$ cat src/rtl/flt2int_pkg.sv
// flt2int_pkg: shared FSM state type, exponent constants and default memory map for flt2int.
package flt2int_pkg;
  typedef enum logic [2:0] {RD_HI, RD_LO, CLASSIFY, SHIFT, ROUND, WR_HI, WR_LO, DONE} state_t;
  localparam logic [4:0]  EXP_BIAS  = 5'd15;
  localparam logic [4:0]  EXP_UNITY = 5'd25;
  localparam logic [4:0]  EXP_SAT   = 5'd30;
  localparam logic [14:0] MAG_MAX   = 15'h7FFF;
  localparam int DEF_MEM_DEPTH = 256;
  localparam int DEF_FLT_HI    = 5;
  localparam int DEF_FLT_LO    = 6;
  localparam int DEF_INT_HI    = 1;
  localparam int DEF_INT_LO    = 2;
endpackage

$ cat src/rtl/flt2int_data_mem.sv
// data_mem: byte memory with combinational read and synchronous write; contents survive reset.
module data_mem #(
  parameter int MEM_DEPTH = 256
) (
  input  logic                         clk,
  input  logic [$clog2(MEM_DEPTH)-1:0] addr,
  input  logic                         wr_en,
  input  logic [7:0]                   data_in,
  output logic [7:0]                   data_out
);
  logic [7:0] my_memory [MEM_DEPTH];
  always_ff @(posedge clk)
    if (wr_en) my_memory[addr] <= data_in;
  assign data_out = my_memory[addr];
endmodule

$ cat src/rtl/flt2int.sv
// flt2int: half-float to sign-magnitude int16 via an iterative shifter; FLT2INT_ROUND_EN selects round-to-nearest-even, else truncation.
module flt2int
  import flt2int_pkg::*;
#(
  parameter int MEM_DEPTH = DEF_MEM_DEPTH,
  parameter int FLT_HI    = DEF_FLT_HI,
  parameter int FLT_LO    = DEF_FLT_LO,
  parameter int INT_HI    = DEF_INT_HI,
  parameter int INT_LO    = DEF_INT_LO
) (
  input  logic clk,
  input  logic reset,
  output logic done
);
  localparam int AW = $clog2(MEM_DEPTH);
  state_t      r_state;
  logic [15:0] r_flt;
  logic [14:0] r_mag;
  logic [3:0]  r_n;
  logic        r_left;
  logic [4:0]  w_exp;
  logic [10:0] w_man;
  logic [3:0]  w_n;
  logic [AW-1:0] w_addr;
  logic        w_wr_en, w_rnd;
  logic [7:0]  w_din, w_dout;
  assign w_exp   = r_flt[14:10];
  assign w_man   = {1'b1, r_flt[9:0]};
  assign w_n     = 4'((w_exp < EXP_BIAS - 5'd1 || w_exp >= EXP_SAT) ? 5'd0 :
                      (w_exp <= EXP_UNITY) ? EXP_UNITY - w_exp : w_exp - EXP_UNITY);
  assign w_addr  = AW'(r_state == RD_HI ? FLT_HI : r_state == RD_LO ? FLT_LO :
                       r_state == WR_HI ? INT_HI : INT_LO);
  assign w_wr_en = (r_state == WR_HI) || (r_state == WR_LO);
  assign w_din   = (r_state == WR_HI) ? {r_flt[15], r_mag[14:8]} : r_mag[7:0];
`ifdef FLT2INT_ROUND_EN
  logic r_guard, r_sticky;
  assign w_rnd = r_guard & (r_sticky | r_mag[0]);
`else
  assign w_rnd = 1'b0;
`endif
  data_mem #(.MEM_DEPTH(MEM_DEPTH)) dm1 (
    .clk(clk), .addr(w_addr), .wr_en(w_wr_en), .data_in(w_din), .data_out(w_dout)
  );
  always_ff @(posedge clk or posedge reset) begin
    if (reset) begin
      r_state <= RD_HI;
      r_flt   <= '0;
      r_mag   <= '0;
      r_n     <= '0;
      r_left  <= 1'b0;
      done    <= 1'b0;
`ifdef FLT2INT_ROUND_EN
      r_guard  <= 1'b0;
      r_sticky <= 1'b0;
`endif
    end else begin
      case (r_state)
        RD_HI: begin
          r_flt[15:8] <= w_dout;
          r_state     <= RD_LO;
        end
        RD_LO: begin
          r_flt[7:0] <= w_dout;
          r_state    <= CLASSIFY;
        end
        CLASSIFY: begin
          r_mag   <= (w_exp < EXP_BIAS - 5'd1) ? 15'd0 : (w_exp >= EXP_SAT) ? MAG_MAX : {4'b0, w_man};
          r_left  <= w_exp > EXP_UNITY;
          r_n     <= w_n;
          r_state <= (w_n != 4'd0) ? SHIFT : ROUND;
`ifdef FLT2INT_ROUND_EN
          r_guard  <= 1'b0;
          r_sticky <= 1'b0;
`endif
        end
        SHIFT: begin
          r_mag   <= r_left ? r_mag << 1 : r_mag >> 1;
          r_n     <= r_n - 4'd1;
          r_state <= (r_n == 4'd1) ? ROUND : SHIFT;
`ifdef FLT2INT_ROUND_EN
          // sticky collects every bit that falls past the guard position
          if (!r_left) begin
            r_guard  <= r_mag[0];
            r_sticky <= r_sticky | r_guard;
          end
`endif
        end
        ROUND: begin
          r_mag   <= r_mag + {14'd0, w_rnd};
          r_state <= WR_HI;
        end
        WR_HI: r_state <= WR_LO;
        WR_LO: begin
          r_state <= DONE;
          done    <= 1'b1;
        end
        DONE: r_state <= DONE;
        default: r_state <= RD_HI;
      endcase
    end
  end
endmodule
$ cat config.mk
export PLATFORM = sky130hd
export DESIGN_NAME = flt2int
export DESIGN_NICKNAME = d
export VERILOG_FILES = /design/src/rtl/flt2int_pkg.sv /design/src/rtl/flt2int_data_mem.sv /design/src/rtl/flt2int.sv
export SDC_FILE = /design/constraint.sdc
export NUM_CORES = 1
export LEC_CHECK = 0
export ABC_AREA = 1
export BUFFER_PORTS_ARGS = -buffer_cell sky130_fd_sc_hd__clkbuf_2
export CAP_MARGIN = 20
export CORE_ASPECT_RATIO = 0.7
export CORE_UTILIZATION = 35
export CTS_CLUSTER_DIAMETER = 100
export DETAILED_ROUTE_END_ITERATION = 16
export MAX_ROUTING_LAYER = met4
export PLACE_DENSITY = 0.58
export SYNTH_ARGS = -nofsm -noshare
export SYNTH_HDL_FRONTEND = slang
export SYNTH_SLANG_ARGS = --single-unit
$ cat constraint.sdc
create_clock -name clk -period 1.4 [get_ports clk]
set_clock_uncertainty 0.05 [all_clocks]
set_input_delay 0.21 -clock clk [delete_from_list [all_inputs] [get_ports clk]]
set_output_delay 0.21 -clock clk [all_outputs]
set_load 0.02 [all_outputs]
==> out/qor.yml <==
clkTransAtPathRegs_ns: 0.05
failed_checks: "setup timing"
crit_arrival_ns: 1.71
core_mm2: 0.008006
setup-violations-final: 16
status: "complete, but fails checks"
cts.htree.levels: 3
syn_inst: 327
max_freq_ghz: 0.6633
row_count: 27
drt_iter0_markers: 212
grt_max_degree: 41
grt_pass1_wl_um: 12160
fin_util_pct: 50.96
layout_commonest_cell: "nand2_1"
vias: 2499
hold_viol: 0
crit_top_cell: "nand2_2"
clockBufferDepth: 2
die_x_um: 111.5
cap_viol_max_count: 0
io_buffers: 2
synth_cell_types: 29
crit_type: "reg -> reg"
final_area_mm2: 0.004080
synth_seq_cells: 62
worstSetupEndpointType: "flop"
leakage_nw: 1.818
setup_ws_ns: -0.1075
final_layout_size_suffix_gt1_share_pct: 30.60
critPathMaxFanout: 5
vdd_ir_drop_max_v: 0.0008545
wl_um: 7412
multi_input_area_mm2: 0.001380
antenna_found_initial: 0
wl_per_cell_um: 14.74
slew_violations: 0
seq_area_frac_synth_pct: 56.58
fill_cells: 720
numCtsBuffers: 9
grt_pass1_vias: 2350
stdcell_count: 503
hold_slack_ns: 0.4016
final_cell_mix: "nand2_1, buf_4, dfrtp_1, o21ai_0, inv_1"
final_antenna_net_count: 0
critical_path_buf_inv_count: 2
cts.sinks: 62
overflow: 0
die_h_um: 78.64
dp_hpwl_um: 5043
syn-cell-area_mm2: 0.002937
cts_root_buf: "clkbuf_16"
drc: 0
viasPerCell: 4.968
cp_slowest_stage_delay_ns: 0.42
critical_path.top_delay_family: "flip-flops"
dpl-instance-area_mm2: 0.003415
ios: 3
diodes: 0
setup.worst_path.start_class: "flop"
syn_area_per_cell_um2: 8.980
clk_latency_ns: 0.33
setup_tns_ns: -0.7313
dp_worst_setup_slack_ns: -0.1656
rsz0062_at_grt: "yes"
period_share_pct: 107.7
syn_to_final_growth_pct: 38.94
place_inst: 476
initial_utilization_pct: 36.68
area.sequential_mm2: 0.001663
layout.nets: 406
dieArea_mm2: 0.008766
drt-pass1-iter-count: 5
cts_tree: "done"
period_needed_ns: 1.508
cp_data_required_time_ns: 1.60
yosysWarnings: 0
cp_slowest_cell: "dfrtp_1"
gp_congestion: 0.8537
grtUsageTotal_pct: 19.34
worstPathCellList: "inv_4, ha_4, nand2_2, nand2_4, nand3_4, nand2_2, nand3_2, buf_4, o21ai_0"
hold_class: "reg -> reg"
finalPower_mw: 10.27
p_per_area_mw_per_mm2: 2517
## cells by family (layout without fill, tap and decap cells)
| kind of cell | after synthesis | in the layout | share of synthesized area, % |
|---|---|---|---|
| adder cells (fa/ha/maj) | 7 | 7 | 2.982 |
| flip-flops | 62 | 62 | 56.58 |
| buffers and inverters | 51 | 111 | 6.732 |
| XOR/XNOR | 3 | 3 | 0.8949 |
| AND/OR/NAND/NOR | 113 | 113 | 15.89 |
| other | 1 | 16 | 0.1277 |
| AO/OA/AOI/OAI | 90 | 90 | 16.79 |
## where the power goes
part	internal (mW)	switching (mW)
registers	2.81	0.513
clock network	1.54	0.757
logic	2.03	2.62
## layer usage
metal	wire (µm)	global-route usage (%)	vias to the layer above
met5	0	-	-
met4	131	7.703	0
met3	415	5.405	13
met2	3141	26.25	79
met1	3722	27.05	1190
li1	-	-	1217
## cell usage after synthesis
cell      count  area (µm²)
nand2_1      69       259.0
o22ai_1       3       18.77
o211ai_1      3       22.52
edfxtp_1     22       660.6
or2_2         1       6.260
nor2_1       26       97.59
xnor2_1       1       8.760
o21ai_1       1       5.000
dfrtp_1      40        1001
ha_1          7       87.58
nand3_1       9       45.04
nand4_1       2       12.51
a21oi_1      27       135.1
a31oi_1       2       12.51
a22oi_1       4       30.03
and3_1        1       6.260
o221ai_1      1       8.760
conb_1        1       3.750
nand2_2       3       18.77
buf_2         5       25.02
o32ai_1       1       8.760
nand3_2       1       10.01
inv_1        42       157.7
o22ai_2       1       12.51
o21ai_0      46       230.2
clkbuf_1      4       15.01
nor2_4        1       11.26
a41oi_1       1       8.760
xor2_1        2       17.52
## state kept, by name (all words and copies together), names as in the netlist
signal and flops:
dm1.my_memory 22, done 1, r_flt 16, r_left 1
r_mag 15, r_n 4, r_state 3
## worst paths after layout
path | cells after the start | slack, ns | end | start
hold reg to reg | 2 | 0.40 | r_flt[4]$_DFFE_PP0P_ | dm1.my_memory[6][4]$_DFFE_PP_
setup / recovery | 9 | -0.11 | r_n[2]$_DFFE_PP0P_ | r_flt[11]$_DFFE_PP0N_
min in group asynchronous | 4 | 0.42 | r_flt[10]$_DFFE_PP0N_ | reset
max in group asynchronous | 4 | 0.64 | r_state[2]$_DFF_PP0_ | reset
hold / removal | 2 | 0.40 | r_flt[4]$_DFFE_PP0P_ | dm1.my_memory[6][4]$_DFFE_PP_
setup reg to reg | 9 | -0.11 | r_n[2]$_DFFE_PP0P_ | r_flt[11]$_DFFE_PP0N_
## layout make-up
class	instances	share of cell area [%]
multi-input cells	229	33.82
clock inverters	5	1.809
flip-flops and latches	62	40.75
repair buffers	53	10.73
well taps	101	3.097
clock buffers	11	5.704
inverters	42	4.079
## what timing repair did
item	CTS	global route
hold endpoints to repair	40	0
hold buffers	1	0
gates resized for setup	27	51
pin swaps	8	13
buffers inserted	6	4
cloned	0	0
setup endpoints to repair	42	60
## worst register-to-register path: stages (launching register included)
cell and delay [ns]:
dfrtp_1 0.42, inv_4 0.12, ha_4 0.16, nand2_2 0.06, nand2_4 0.10, nand3_4 0.08
nand2_2 0.08, nand3_2 0.09, buf_4 0.14, o21ai_0 0.12
(Power assumes the default switching activity.)
